File: config.mk
export PLATFORM = sky130hd
export DESIGN_NAME = inference_controller
export DESIGN_NICKNAME = d
export VERILOG_FILES = /design/src/rtl/inference_controller_pkg.sv /design/src/rtl/inference_controller_argmax_scanner.sv /design/src/rtl/inference_controller.sv
export SDC_FILE = /design/constraint.sdc
export NUM_CORES = 1
export LEC_CHECK = 0
export ABC_AREA = 1
export CORE_MARGIN = 10
export CORE_UTILIZATION = 51
export DETAILED_ROUTE_END_ITERATION = 10
export GPL_TIMING_DRIVEN = 0
export PLACE_DENSITY = 0.85
export SLEW_MARGIN = 40
export SYNTH_ARGS = -nofsm -noshare
export SYNTH_HDL_FRONTEND = slang
export SYNTH_SLANG_ARGS = --single-unit
export TNS_END_PERCENT = 30
File: constraint.sdc
create_clock -name clock -period 7.4 [get_ports clock]
set_input_delay 1.48 -clock clock [delete_from_list [all_inputs] [get_ports clock]]
set_output_delay 1.48 -clock clock [all_outputs]
set_load 0.02 [all_outputs]
File: src/rtl/inference_controller_pkg.sv
// Shared types for the inference sequencer: fixed-point element, FSM states and index sizing.
package inference_controller_pkg;

  localparam int FP_W    = 16;
  localparam int FP_FRAC = 8;

  typedef logic signed [FP_W-1:0] fixed_point;

  typedef enum logic [2:0] {
    IDLE,
    LAUNCH,
    WAIT,
    ARGMAX,
    RESULT
  } controller_state;

  function automatic int argmax_index_width(input int n);
    return (n > 1) ? $clog2(n) : 1;
  endfunction

endpackage

File: src/rtl/inference_controller_argmax_scanner.sv
// Sequential argmax: loads a vector on start, then compares one element per cycle.
// done marks the cycle examining the last element; index/value already include that element.
module argmax_scanner
  import inference_controller_pkg::*;
#(
  parameter int N  = 10,
  parameter int IW = argmax_index_width(N)
) (
  input  logic              clock,
  input  logic              reset,
  input  logic              start,
  input  logic [N*FP_W-1:0] vector,
  output logic              done,
  output logic [IW-1:0]     index,
  output logic [FP_W-1:0]   value
);

  fixed_point    vec_q [N];
  fixed_point    best_q;
  logic [IW-1:0] idx_q;
  logic [IW-1:0] pos_q;
  logic          active_q;

  fixed_point cand;
  logic       take;

  // Strictly-greater replacement keeps the lowest index on ties.
  always_comb begin
    cand  = vec_q[pos_q];
    take  = active_q && (cand > best_q);
    index = take ? pos_q : idx_q;
    value = take ? cand : best_q;
    done  = active_q && (pos_q == IW'(N - 1));
  end

  always_ff @(posedge clock or negedge reset) begin
    if (!reset) begin
      for (int k = 0; k < N; k++) vec_q[k] <= '0;
      best_q   <= '0;
      idx_q    <= '0;
      pos_q    <= '0;
      active_q <= 1'b0;
    end else if (start) begin
      for (int k = 0; k < N; k++) vec_q[k] <= vector[k*FP_W +: FP_W];
      best_q   <= vector[FP_W-1:0];
      idx_q    <= '0;
      pos_q    <= IW'(1);
      active_q <= (N > 1);
    end else if (active_q) begin
      best_q <= value;
      idx_q  <= index;
      pos_q  <= pos_q + 1'b1;
      if (done) active_q <= 1'b0;
    end
  end

endmodule

File: src/rtl/inference_controller.sv
// Host-side sequencer for the neural_network datapath: capture, launch, watchdog wait,
// argmax scan and result handshake; one frame in flight, no input buffering.
module inference_controller
  import inference_controller_pkg::*;
#(
  parameter  int NUM_INPUTS     = 10,
  parameter  int NUM_OUTPUTS    = 10,
  parameter  int TIMEOUT_CYCLES = 4096,
  localparam int IW             = argmax_index_width(NUM_OUTPUTS),
  localparam int WDW            = $clog2(TIMEOUT_CYCLES)
) (
  input  logic                          clock,
  input  logic                          reset,
  input  logic                          in_valid,
  output logic                          in_ready,
  input  logic [NUM_INPUTS*FP_W-1:0]    in_data,
  output logic [NUM_INPUTS*FP_W-1:0]    nn_inputs,
  output logic                          nn_inputs_ready,
  input  logic [NUM_OUTPUTS*FP_W-1:0]   nn_outputs,
  input  logic                          nn_outputs_ready,
  output logic                          result_valid,
  input  logic                          result_ready,
  output logic [IW-1:0]                 result_class,
  output logic [FP_W-1:0]               result_score,
  output logic                          result_timeout,
  output logic                          busy,
  output logic [15:0]                   frame_count
);

  controller_state               state_q;
  logic                          in_ready_q;
  logic [NUM_INPUTS*FP_W-1:0]    nn_inputs_q;
  logic                          launch_q;
  logic [WDW-1:0]                wd_q;
  logic                          result_valid_q;
  logic [IW-1:0]                 result_class_q;
  logic [FP_W-1:0]               result_score_q;
  logic                          result_timeout_q;
  logic [15:0]                   frame_count_q;

  logic            scan_start;
  logic            scan_done;
  logic [IW-1:0]   scan_index;
  logic [FP_W-1:0] scan_value;

  assign scan_start = (state_q == WAIT) && nn_outputs_ready;

  argmax_scanner #(
    .N  (NUM_OUTPUTS),
    .IW (IW)
  ) u_scanner (
    .clock  (clock),
    .reset  (reset),
    .start  (scan_start),
    .vector (nn_outputs),
    .done   (scan_done),
    .index  (scan_index),
    .value  (scan_value)
  );

  always_ff @(posedge clock or negedge reset) begin
    if (!reset) begin
      state_q          <= IDLE;
      in_ready_q       <= 1'b0;
      nn_inputs_q      <= '0;
      launch_q         <= 1'b0;
      wd_q             <= '0;
      result_valid_q   <= 1'b0;
      result_class_q   <= '0;
      result_score_q   <= '0;
      result_timeout_q <= 1'b0;
      frame_count_q    <= '0;
    end else begin
      launch_q <= 1'b0;
      case (state_q)
        IDLE: begin
          if (in_valid && in_ready_q) begin
            nn_inputs_q <= in_data;
            in_ready_q  <= 1'b0;
            launch_q    <= 1'b1;
            state_q     <= LAUNCH;
          end else begin
            in_ready_q <= 1'b1;
          end
        end
        LAUNCH: begin
          wd_q    <= '0;
          state_q <= WAIT;
        end
        WAIT: begin
          wd_q <= wd_q + 1'b1;
          // Completion wins over a watchdog expiry in the same cycle.
          if (nn_outputs_ready) begin
            if (NUM_OUTPUTS > 1) begin
              state_q <= ARGMAX;
            end else begin
              result_valid_q   <= 1'b1;
              result_timeout_q <= 1'b0;
              result_class_q   <= '0;
              result_score_q   <= nn_outputs[FP_W-1:0];
              state_q          <= RESULT;
            end
          end else if (wd_q == WDW'(TIMEOUT_CYCLES - 1)) begin
            result_valid_q   <= 1'b1;
            result_timeout_q <= 1'b1;
            result_class_q   <= '0;
            result_score_q   <= '0;
            state_q          <= RESULT;
          end
        end
        ARGMAX: begin
          if (scan_done) begin
            result_valid_q   <= 1'b1;
            result_timeout_q <= 1'b0;
            result_class_q   <= scan_index;
            result_score_q   <= scan_value;
            state_q          <= RESULT;
          end
        end
        RESULT: begin
          if (result_ready) begin
            result_valid_q <= 1'b0;
            frame_count_q  <= frame_count_q + 16'd1;
            in_ready_q     <= 1'b1;
            state_q        <= IDLE;
          end
        end
        default: state_q <= IDLE;
      endcase
    end
  end

  assign in_ready        = in_ready_q;
  assign nn_inputs       = nn_inputs_q;
  assign nn_inputs_ready = launch_q;
  assign result_valid    = result_valid_q;
  assign result_class    = result_class_q;
  assign result_score    = result_score_q;
  assign result_timeout  = result_timeout_q;
  assign busy            = (state_q != IDLE);
  assign frame_count     = frame_count_q;

endmodule

### Yosys cells after proc, flatten, opt, wreduce, memory -nomap -nowiden

Cells that the tools add are included.

* register bits after elaboration: 400
* latch bits: 0
* RAM bits: 0
* bits in read-only memories: 0
* output and inout port bits: 201
* memories: 0

* add/sub/neg operators: 3
* multiply operators: 0
* div/mod/pow operators: 0
* magnitude comparators: 2
* equal/unequal tests: 12
* shift operators: 0
* mux-type cells: 41
* bitwise logic cells: 1
* reductions and logical operators: 17

Operators by type and width (number)
* 16-bit 2-to-1 mux: 8
* 16-bit binary-select mux with 4-bit select: 1
* 4-bit 2-to-1 mux: 8
* 16-bit case mux with 2 select lines: 1
* 12-bit case mux with 2 select lines: 1
* 16-bit by 1-bit adder with 16-bit output, second input constant: 1
* 16-bit > comparator: 1
* 3-bit 2-to-1 mux: 5
* 3-bit case mux with 5 select lines: 1
* 12-bit by 1-bit adder with 12-bit output, second input constant: 1
* 12-bit equality test, second input constant: 1
* 1-bit 2-to-1 mux: 12
* 2-bit != test, second input constant: 4
* 4-bit case mux with 2 select lines: 1
* 4-bit AND reduction: 2
* 2-bit nonzero test: 4
* 3-bit by 2-bit equality test with 1-bit output, second input constant: 2
* 2-bit AND reduction: 3
* 3-bit nonzero test: 2
* 5-bit greater-or-equal comparator, second input constant: 1
* 4-bit inverter with 5-bit output: 1
* 5-bit AND reduction: 1
* 4-bit by 1-bit adder with 4-bit output, second input constant: 1
* 4-bit equality test, second input constant: 1
* 8 further kinds: 12

### Longest topological paths before layout

Gate-level depths: netlist of run 1.

* depth after elaboration: 9
* mapped depth: 25
* depth with buffers taken out: 22

### Hierarchy

From an unflattened synthesis of run 1, not the netlist that was laid out.

* cells, all modules: 1977
* area total of the unflattened synthesis: 18612.9 µm²

By module, submodules not included
* argmax_scanner: times used 1, cells each 1267, area each 9452.8 µm², sequential area each 4629.4 µm²
* inference_controller: times used 1, cells each 710, area each 9160.0 µm², sequential area each 5380.2 µm²

### Worst setup path before layout of run 1

OpenSTA, ideal clock, no wires.

* kind: register -> register
* from: register u_scanner.pos_q[0]
* to: register u_scanner.best_q[10]
* arrival time: 2513 ps
* data required time: 7282 ps
* path slack: 4769 ps
* cell stages (with the launch flop): 19
* buffers on the path: 4
* period minus slack after synthesis: 2631 ps
* cells stage by stage: dfrtp_1 buf_2 buf_2 buf_4 nand2_1 nand3_1 nand3_1 nand3_1 nand2_1 ha_1 a21oi_1 o21ai_0 a21oi_1 nand2_1 nand2_1 clkbuf_1 nand4_1 nand3_1 nand2_1

* word-level cells in the longest chain between the ends: 9

RTL lines
* from (decl): line inference_controller_argmax_scanner.sv:21 `logic [IW-1:0] pos_q;`
* from (signal assigned): line inference_controller_argmax_scanner.sv:52 `pos_q <= pos_q + 1'b1;`
* 4-bit inverter with 5-bit output (implied by the code) *: line inference_controller_argmax_scanner.sv:29 `cand = vec_q[pos_q];`
* 16-bit binary-select mux with 4-bit select *: line inference_controller_argmax_scanner.sv:29
* 16-bit 2-to-1 mux (implied by the code) * (2 in a row): line inference_controller_argmax_scanner.sv:29
* 16-bit > comparator: line inference_controller_argmax_scanner.sv:30 `take = active_q && (cand > best_q);`
* 1-bit logical AND: line inference_controller_argmax_scanner.sv:30
* 16-bit 2-to-1 mux *: line inference_controller_argmax_scanner.sv:32 `value = take ? cand : best_q;`
* 16-bit 2-to-1 mux *: line inference_controller_argmax_scanner.sv:49 `end else if (active_q) begin`
* 16-bit 2-to-1 mux *: line inference_controller_argmax_scanner.sv:43 `end else if (start) begin`
* to (signal assigned): line inference_controller_argmax_scanner.sv:45 `best_q <= vector[FP_W-1:0];`
* to (signal assigned): line inference_controller_argmax_scanner.sv:50 `best_q <= value;`
* to (decl): line inference_controller_argmax_scanner.sv:19 `fixed_point best_q;`

Mark *: on every way between the ends. The rest lies on a longest branch, timed or not. The select of a mux whose other input is x is not followed.
A chain may end at the register's enable or synchronous reset.

### Worst setup path in the final report of run 1

* from: register u_scanner.pos_q[1]
* to: register result_score_q[15] (netlist: result_score[15])

* word-level cells in the longest chain between the ends: 9

RTL lines
* 4-bit inverter with 5-bit output (implied by the code): line inference_controller_argmax_scanner.sv:29
* 16-bit binary-select mux with 4-bit select: line inference_controller_argmax_scanner.sv:29
* 16-bit 2-to-1 mux (implied by the code) (2 in a row): line inference_controller_argmax_scanner.sv:29
* 16-bit > comparator: line inference_controller_argmax_scanner.sv:30
* 1-bit logical AND: line inference_controller_argmax_scanner.sv:30
* 16-bit 2-to-1 mux: line inference_controller_argmax_scanner.sv:32
* 16-bit 2-to-1 mux: line inference_controller.sv:112 `if (scan_done) begin`
* 16-bit case mux with 2 select lines: line inference_controller.sv:75 `case (state_q)`
* to (signal assigned): line inference_controller.sv:100 `result_score_q <= nn_outputs[FP_W-1:0];`
* to (signal assigned): line inference_controller.sv:116 `result_score_q <= scan_value;`
* to (decl): line inference_controller.sv:37 `logic [FP_W-1:0] result_score_q;`

Several ways; a longest one is shown, not always the timed one. The select of a mux whose other input is x is not followed.

==> results.sh, run 1 <==
export IMPL_finish_instance_area_sq_um=25300
export IMPL_critical_path_reg2reg_endpoint="result_score[15]"
export IMPL_syn_cell_area_sq_um=17800
export IMPL_hold_violations=0
export IMPL_holdPathStages=2
export IMPL_ff2ff_setup_slack_ns=3.73
export IMPL_r2r_start="u_scanner.pos_q[1]"
export IMPL_path_clk_slew_ns=0.06
export IMPL_yosysSeqAreaShare=0.563
export IMPL_cts_hold_buf=0
export IMPL_power_density_nw_per_um2=473
export IMPL_finClkSkew_ns=0.0223
export IMPL_synthDistinctLibCells=38
export IMPL_worst_pin_slew_ns=0.567
export IMPL_r2r_worst_path_cells=20
export IMPL_grt_usage=0.282
export IMPL_grt_pass1_vias=16300
export IMPL_rsz0062_at_grt="false"
export IMPL_rows=68
export IMPL_final_setup_viol_count=0
export IMPL_setup_ws_ns=3.73
export IMPL_synth_top_area_frac=0.563
export IMPL_final_util=0.734
export IMPL_post_place_ws_ns=3.99
export IMPL_drive_gt1_frac=0.104
export IMPL_fin_crit_ns=3.67
export IMPL_vias_per_cell=5.32
export IMPL_dpl_cell_area_sq_um=23700
export IMPL_finalCritPeriodShare=0.496
export IMPL_crit_fanout=10
export IMPL_dpl_hpwl_mm=49.0
export IMPL_async_reset_ff_frac=1.00
export IMPL_cts_setup_buffers=0
export IMPL_grt_max_degree=78
export IMPL_die_h_microns=207
export IMPL_worstHoldStart="u_scanner.vec_q[29]"
export IMPL_hp_class="reg2reg"
export IMPL_crit_required_ns=7.82
export IMPL_synth_area_leaders="dfrtp_1 (56%), nand2_1 (13%), mux2_2 (5.3%)"
export IMPL_status="complete, no violations"
export IMPL_synth_seq_cells=400
export IMPL_drc_errors=0
export IMPL_cts_buffers=44
export IMPL_overflow=0
export IMPL_total_power_mw=12.0
export IMPL_final_antenna_net_count=0
export IMPL_syn_num_nets=2222
export IMPL_clockRootBuffer="clkbuf_16"
export IMPL_path_class="reg2reg"
export IMPL_antenna_found_initial=7
export IMPL_hold_end="u_scanner.vec_q[29]"
export IMPL_fp_dieW_microns=207
export IMPL_dr_first_iter_drc_count=1280
export IMPL_end_kind="flip-flop"
export IMPL_cp_arrival_ns=4.08
export IMPL_clkLatencyLatePin_ns=0.54
export IMPL_fp_coreArea_sq_um=34500
export IMPL_relSlewSlack=0.622
export IMPL_yosysWarnings=0
export IMPL_start_util=0.516
export IMPL_critPathLaunchType="flip-flop"
export IMPL_synthToLayoutAreaGrowth_pct=42.4
export IMPL_cts_repair_resized=0
export IMPL_fmax_mhz=273
export IMPL_final_nets=2798
export IMPL_grt_pass1_wl_mm=93.5
export IMPL_first_pass_iters=8
export IMPL_synth_ff_type="dfrtp_1"
export IMPL_cts_sinks=400
export IMPL_yosys_area_top_type="dfrtp_1"
export IMPL_synth_edf_count=0
export IMPL_holdWs_ns=0.476
export IMPL_wl_per_cell_microns=21.2
export IMPL_maxCapViolations=0
export IMPL_ir_drop_mv=0.262
export IMPL_h_tree_depth=2
export IMPL_syn_inst=1877
export IMPL_portBuffers=525
export IMPL_vias=15700
export IMPL_num_io_pins=526
export IMPL_leakage_nw=12.0
export IMPL_dieArea_sq_um=42700
export IMPL_synth_avg_cell_area_sq_um=9.46
export IMPL_place_gp_congestion=0.955
export IMPL_cts_tree="done"
export IMPL_wl_mm=62.3
export IMPL_cts_max_path_buffers=3
export IMPL_report_final_slew_viol_count=0
[layout by cell type, fill, tap and decap left out, drive strengths merged]
cell type / count
o22ai: 1
buf: 80
nand3: 152
diode: 7
inv: 188
xor2: 7
nand2: 615
nor2: 32
a21o: 1
o32ai: 1
o21ai: 146
mux2: 161
bufinv: 6
a22o: 1
a21oi: 13
xnor2: 9
clkinvlp: 1
nor3: 7
dfrtp: 400
nand4: 22
o211ai: 1
clkdlybuf4s50: 524
nor4: 1
and3: 1
clkinv: 4
clkbuf: 90
ha: 20
[where the power goes]
part,switching [mW],internal [mW],leakage (nW)
sequential,0.479,3.23,4.89
combinational,3.53,2.40,6.33
clock,0.870,1.44,0.750
[synthesized netlist by cell type, drive strengths merged (2+ instances only)]
library cell,n
nand2,615
mux2,161
clkbuf,22
nor3,7
nand4,22
a21oi,13
o21ai,146
clkinv,2
nand3,152
buf,74
nor2,32
xor2,7
ha,20
dfrtp,400
inv,188
xnor2,9
[metal layers]
layer  GRT usage  share of wire  vias to the layer above
met5           0              0                        -
met4       0.126          0.044                        0
met3      0.0643          0.088                      158
met2       0.490           0.50                      781
met1       0.328           0.36                     7573
li1            -              -                     7156
[layout make-up]
cell class                      count  area, sq um
Sequential cell                   400        10000
Clock inverter                      9          209
Multi-Input combinational cell   1191         6530
Tap cell                          455          569
Antenna cell                        7         17.5
Fill cell                        2415         9170
Clock buffer                       68         1330
Buffer                             96          515
Timing Repair Buffer              530         5400
Inverter                          190          714
[worst max-delay path: stages (launching register included)]
cell and delay (ns):
dfrtp_1 0.36, buf_2 0.25, clkbuf_1 0.45, nand3_1 0.33, nand3_1 0.18, nand3_1 0.10
nand2_1 0.14, ha_1 0.25, nand2_1 0.10, inv_1 0.04, nand2_1 0.05, nand2_1 0.05
nand2_1 0.06, nand2_1 0.06, nand2_1 0.07, nand2_1 0.06, nand2_1 0.11, clkbuf_1 0.41
nand4_1 0.20, nand3_1 0.18, nand2_1 0.07
[how the worst max path moves through the flow]
stage                           end               start  slack, ns
5_1_grt         u_scanner.best_q[5]  u_scanner.pos_q[1]       3.44
3_3_place_gp         nn_inputs[118]               reset     -12.10
6_report           result_score[15]  u_scanner.pos_q[1]       3.73
3_5_place_dp        result_score[6]  u_scanner.pos_q[1]       3.99
4_1_cts                        busy          state_q[0]       3.92
2_1_floorplan  u_scanner.best_q[10]  u_scanner.pos_q[0]       4.77
[through the flow]
step	TNS, ns	std cells
floorplan	0	1877
global placement	-4822.64	2857
detailed placement	0	2862
CTS	0	2939
global route	0	2946
finish	0	2946
[registers in the layout, indices dropped and copies added, names as in the netlist, 3 cells and up]
register / count
frame_count: 16
state_q: 3
u_scanner.best_q: 16
u_scanner.vec_q: 160
wd_q: 12
u_scanner.idx_q: 4
u_scanner.pos_q: 4
result_class: 4
nn_inputs: 160
result_score: 16
[logic make-up (layout without fill, tap and decap cells)]
kind of cell	count (synthesis)	after routing	share of synthesized area
simple gates	830	830	0.196
flops	400	400	0.563
buf+inv	286	893	0.0692
compound gates	164	164	0.0475
mux	161	161	0.102
fa+ha+maj	20	20	0.0141
xor+xnor	16	16	0.00789
other cells	0	7	0
Power figures use the tool's default switching activity.
==> run 2, diff against run 1 <==
- CORE_UTILIZATION: 51 -> 48
- PLACE_DENSITY: 0.85 -> 0.81
- clock period: 7.4 -> 3.8 ns (I/O delays scaled with it)
==> results.sh, run 2 (synthesis gave the netlist of run 1 again) <==
export IMPL_finish_instance_area_sq_um=25200
export IMPL_dpl_cell_area_sq_um=23800
export IMPL_die_h_microns=212
export IMPL_dpl_hpwl_mm=49.8
export IMPL_status="complete, no violations"
export IMPL_hp_class="in2async"
export IMPL_fmax_mhz=284
export IMPL_r2r_worst_path_cells=20
export IMPL_final_common_cell="nand2_1"
export IMPL_path_clk_slew_ns=0.06
export IMPL_vias=15500
export IMPL_fp_dieW_microns=212
export IMPL_h_tree_depth=2
export IMPL_cts_max_path_buffers=3
export IMPL_r2r_start="u_scanner.pos_q[1]"
export IMPL_cts_hold_buf=0
export IMPL_final_antenna_net_count=0
export IMPL_cp_startpoint="u_scanner.pos_q[1]"
export IMPL_wl_per_cell_microns=21.3
export IMPL_cp_arrival_ns=3.95
export IMPL_power_density_nw_per_um2=910
export IMPL_num_io_pins=526
export IMPL_internal_power_mw=13.4
export IMPL_worst_pin_slew_ns=0.558
export IMPL_cts_setup_buffers=0
export IMPL_final_util=0.689
export IMPL_crit_fanout=10
export IMPL_rsz0062_at_grt="false"
export IMPL_drive_gt1_frac=0.101
export IMPL_power_switching_mw=9.46
export IMPL_drc_errors=0
export IMPL_grt_usage=0.275
export IMPL_netSwitchingFraction=0.414
export IMPL_rows=70
export IMPL_relSlewSlack=0.628
export IMPL_cts_buffers=42
export IMPL_first_pass_iters=6
export IMPL_grt_max_degree=72
export IMPL_dieArea_sq_um=45100
export IMPL_vias_per_cell=5.26
export IMPL_fin_crit_ns=3.52
export IMPL_finClkSkew_ns=0.0190
export IMPL_dr_first_iter_drc_count=1371
export IMPL_total_power_mw=22.9
export IMPL_grt_pass1_wl_mm=95.5
export IMPL_cts_tree="done"
export IMPL_most_common_layout_cells="nand2_1 (611), clkdlybuf4s50_1 (524), dfrtp_1 (400), inv_1 (178), nand3_1 (152)"
export IMPL_clockPowerShare=0.182
export IMPL_ir_drop_mv=0.503
export IMPL_slowest_delay_ns=0.42
export IMPL_path_cells="buf_2 -> clkbuf_1 -> nand3_1 -> nand3_1 -> nand3_1 -> nand2_1 -> ha_1 -> nand2_1 -> inv_1 -> nand2_1 -> nand2_1 -> nand2_1 -> nand2_1 -> nand2_1 -> nand2_1 -> nand2_1 -> clkbuf_1 -> nand4_1 -> nand3_1 -> nand2_1"
export IMPL_cts_repair_resized=0
export IMPL_final_setup_viol_count=0
export IMPL_finalCritPeriodShare=0.926
export IMPL_portBuffers=525
export IMPL_fp_coreArea_sq_um=36500
export IMPL_worst_path_max_delay_cell="clkbuf_1"
export IMPL_path_class="reg2reg"
export IMPL_report_final_slew_viol_count=0
export IMPL_grt_pass1_vias=16100
export IMPL_tns_ns=0
export IMPL_synthToLayoutAreaGrowth_pct=41.6
export IMPL_clockRootBuffer="clkbuf_16"
export IMPL_leakage_nw=11.9
export IMPL_path_common_cell="nand2_1"
export IMPL_antenna_found_initial=3
export IMPL_start_util=0.486
export IMPL_cts_sinks=400
export IMPL_wl_mm=62.9
export IMPL_seq_power_share=0.315
export IMPL_clkLatencyLatePin_ns=0.57
export IMPL_end_kind="flip-flop"
export IMPL_combPwrFrac=0.504
export IMPL_final_nets=2797
export IMPL_maxCapViolations=0
export IMPL_hold_violations=0
export IMPL_fill_cells=2753
export IMPL_crit_required_ns=4.23
export IMPL_overflow=0
export IMPL_place_gp_congestion=0.975
export IMPL_critPathLaunchType="flip-flop"
-- run 2: final timing paths --
kind / to / slack, ns
max reg2reg: result_score[0] / 0.28
min reg2reg: u_scanner.vec_q[19] / 0.47
min: u_scanner.vec_q[56] / 0.07
min in group clock: u_scanner.vec_q[19] / 0.47
max in group asynchronous: nn_inputs[58] / 2.44
max: result_score[0] / 0.28
-- run 2: cell type report --
cell class | count | area [sq um] | share of cell area
Antenna cell | 1 | 2.50 | 0.0000995
Buffer | 96 | 515 | 0.0205
Clock buffer | 64 | 1200 | 0.0479
Clock inverter | 9 | 169 | 0.00672
Inverter | 190 | 714 | 0.0284
Multi-Input combinational cell | 1191 | 6530 | 0.259
Sequential cell | 400 | 10000 | 0.398
Tap cell | 468 | 586 | 0.0233
Timing Repair Buffer | 531 | 5430 | 0.216
-- run 2: per-layer routing --
metal  vias up  part of all wire  global-route usage
li1       7147                 -                   -
met1      7500              0.38               0.327
met2       733              0.49               0.463
met3       136             0.094              0.0761
met4         4             0.035               0.107
met5         -           0.00037                   0
-- run 2: power by group through the flow --
stage          registers, mW  clock network [mW]  logic [mW]
6_report                7.20                4.16        11.5
5_1_grt                 7.40                4.40        12.6
4_1_cts                 7.19                4.22        11.5
3_5_place_dp            7.24                   0        11.4
3_3_place_gp            7.17                   0        11.0
2_1_floorplan           8.30                   0        5.54
-- run 2: metrics by stage --
stage	instances	setup slack, ns	hold WS, ns
final	2950	0.283	0.0658
after global routing	2949	0.0143	0.0689
after CTS	2949	0.369	0.0527
after detailed placement	2876	0.414	0.458
after global placement	2870	-15.15	0.454
after floorplan	1877	1.17	0.442
-- run 2: worst max-delay path, delay by kind of cell, from the launching register on --
kind | cells | cell delay [ns]
buffers and inverters | 4 | 1.06
flip-flops | 1 | 0.34
adder cells (fa/ha/maj) | 1 | 0.27
AND/OR/NAND/NOR | 15 | 1.68
==> run 3, diff against run 2 <==
- ABC_AREA: 1 -> default
==> results.sh, run 3 <==
export IMPL_synth_ff_type="dfrtp_1"
export IMPL_yosysMostFrequentCell="nand2_1"
export IMPL_syn_inst=1569
export IMPL_synth_avg_cell_area_sq_um=11.2
export IMPL_post_place_ws_ns=-0.777
export IMPL_dieArea_sq_um=44800
export IMPL_grt_pass1_wl_mm=95.6
export IMPL_maxCapViolations=0
export IMPL_worst_path_max_delay_cell="mux4_2"
export IMPL_crit_required_ns=4.22
export IMPL_finalCritPeriodShare=1.02
export IMPL_yosysSeqAreaShare=0.568
export IMPL_path_clk_slew_ns=0.06
export IMPL_die_h_microns=212
export IMPL_vias_per_cell=5.52
export IMPL_drive_gt1_frac=0.190
export IMPL_wl_mm=64.3
export IMPL_most_common_layout_cells="clkdlybuf4s50_1 (524), nand2_1 (523), dfrtp_1 (400), mux2_2 (161), nor2_1 (49)"
export IMPL_crit_cells=17
export IMPL_final_nets=2524
export IMPL_yosys_area_top_type="dfrtp_1"
export IMPL_critical_path_reg2reg_endpoint="result_class[1]"
export IMPL_place_gp_congestion=0.945
export IMPL_final_setup_viol_count=30
export IMPL_dpl_hpwl_mm=49.4
export IMPL_num_io_pins=526
export IMPL_r2r_worst_path_cells=17
export IMPL_cp_arrival_ns=4.31
export IMPL_total_power_mw=25.5
export IMPL_slowest_delay_ns=0.52
export IMPL_clockRootBuffer="clkbuf_16"
export IMPL_setup_ws_ns=-0.0918
export IMPL_h_tree_depth=2
export IMPL_cts_buffers=43
export IMPL_relSlewSlack=0.381
export IMPL_grt_usage=0.281
export IMPL_yosysWarnings=0
export IMPL_overflow=0
export IMPL_critPathLaunchType="flip-flop"
export IMPL_synthDistinctLibCells=59
export IMPL_power_density_nw_per_um2=989
export IMPL_worst_pin_slew_ns=0.929
export IMPL_synthToLayoutAreaGrowth_pct=46.3
export IMPL_fp_coreArea_sq_um=36400
export IMPL_cp_startpoint="u_scanner.pos_q[0]"
export IMPL_first_pass_iters=5
export IMPL_crit_family="buffers and inverters"
export IMPL_cts_sinks=400
export IMPL_synth_edf_count=0
export IMPL_synth_commonest_cells="nand2_1 (525), dfrtp_1 (400), mux2_2 (161)"
export IMPL_start_util=0.483
export IMPL_grt_pass1_vias=15600
export IMPL_wl_per_cell_microns=24.0
export IMPL_ir_drop_mv=0.602
export IMPL_violations="negative setup slack"
export IMPL_end_kind="flip-flop"
export IMPL_async_reset_ff_frac=1.00
export IMPL_path_cells="buf_6 -> buf_12 -> buf_16 -> mux4_2 -> mux2i_4 -> o22a_1 -> inv_1 -> ha_4 -> nand4_1 -> buf_4 -> nor3_4 -> o2111ai_4 -> a31oi_4 -> nor3_4 -> buf_6 -> buf_8 -> a221o_1"
export IMPL_portBuffers=525
export IMPL_antenna_found_initial=2
export IMPL_ff2ff_setup_slack_ns=-0.09
export IMPL_cts_hold_buf=0
export IMPL_hp_class="in2async"
export IMPL_fp_dieW_microns=212
export IMPL_finClkSkew_ns=0.0268
export IMPL_drc_errors=0
export IMPL_cp_endpoint="result_class[1]"
export IMPL_dr_first_iter_drc_count=1242
export IMPL_cts_tree="done"
export IMPL_final_antenna_net_count=0
export IMPL_fin_crit_ns=3.89
export IMPL_syn_num_nets=1914
export IMPL_grt_max_degree=79
export IMPL_synth_seq_cells=400
export IMPL_vias=14800
export IMPL_path_class="reg2reg"
export IMPL_synth_top_area_frac=0.568
export IMPL_cts_max_path_buffers=3
export IMPL_r2r_start="u_scanner.pos_q[0]"
export IMPL_critPathBufInv=7
export IMPL_hold_violations=0
export IMPL_rows=70
export IMPL_report_final_slew_viol_count=0
export IMPL_status="finished, violations left"
export IMPL_crit_fanout=8
export IMPL_clkLatencyLatePin_ns=0.55
export IMPL_final_common_cell="clkdlybuf4s50_1"
export IMPL_rsz0062_at_grt="true"
export IMPL_synth_area_leaders="dfrtp_1 (57%), nand2_1 (11%), mux2_2 (10%)"
export IMPL_leakage_nw=11.8
export IMPL_fmax_mhz=257
export IMPL_syn_cell_area_sq_um=17600
==> run 3: worst min path at each step <==
stage	slack, ns	end	cells after the start
final	0.18	u_scanner.vec_q[104]	1
after global routing	0.22	u_scanner.vec_q[105]	1
after CTS	0.20	u_scanner.vec_q[104]	1
after global placement	0.45	u_scanner.vec_q[136]	2
after floorplan	0.44	u_scanner.vec_q[112]	2
after detailed placement	0.46	u_scanner.vec_q[60]	2
==> run 3: report_power, final <==
group          leakage [nW]  switching, mW  internal (mW)
clock network         0.717           1.70           2.61
registers              4.96           1.05           6.20
logic                  6.11           7.49           6.43
total                  11.8           10.2           15.2
==> run 3: worst reg2reg max path: cells and delay by family (launching register included) <==
family          cells  cell delay [ns]
flops               1             0.38
fa+ha+maj           1             0.31
simple gates        3             0.45
compound gates      4             0.96
buf+inv             7             0.98
mux                 2             0.72
==> run 3: cells by family (layout without fill, tap and decap cells) <==
kind of cell	count (synthesis)	after routing	share of synthesized area
and+or+nand+nor	669	669	0.157
DFF	400	400	0.568
muxes	225	225	0.162
buffers and inverters	130	772	0.0337
AOI/OAI and AO/OA	107	107	0.0557
adders and majority gates	20	20	0.0142
xor gates and xnor gates	18	18	0.00895
other	0	1	0
==> run 3: layer usage <==
metal  vias to the layer above  routed length [microns]  global-route usage
met5                         -                       20                   0
li1                       6578                        -                   -
met4                         2                     3180               0.129
met3                       145                     5240              0.0691
met1                      7340                    23300               0.316
met2                       737                    32500               0.494
==> run 3: metrics by stage <==
| step | cells | area [sq um] | util | TNS, ns | hold slack, ns |
|---|---|---|---|---|---|
| after floorplan | 1569 | 17600 | - | 0 | 0.440 |
| after global placement | 2562 | 23500 | 0.644 | -6057.29 | 0.453 |
| after detailed placement | 2567 | 23600 | 0.648 | -26.61 | 0.457 |
| after CTS | 2676 | 25600 | 0.702 | -0.180 | 0.196 |
| after global routing | 2680 | 25800 | 0.707 | -6.20 | 0.224 |
| final | 2680 | 25800 | 0.707 | -1.20 | 0.178 |
==> run 3: area by class of cell <==
type                            instances  area, sq um
Antenna cell                            1         2.50
Buffer                                 96          588
Clock buffer                           60         1230
Clock inverter                         17          220
Fill cell                            2542        10700
Inverter                               33          124
Multi-Input combinational cell       1039         7260
Sequential cell                       400        10000
Tap cell                              468          586
Timing Repair Buffer                  566         5750
==> run 3: repair_timing <==
action / CTS / global route
pin swaps: 21 / 13
gates cloned: 3 / 1
resized for setup: 68 / 36
endpoints found under the setup margin: 40 / 40
setup buffers: 29 / 3
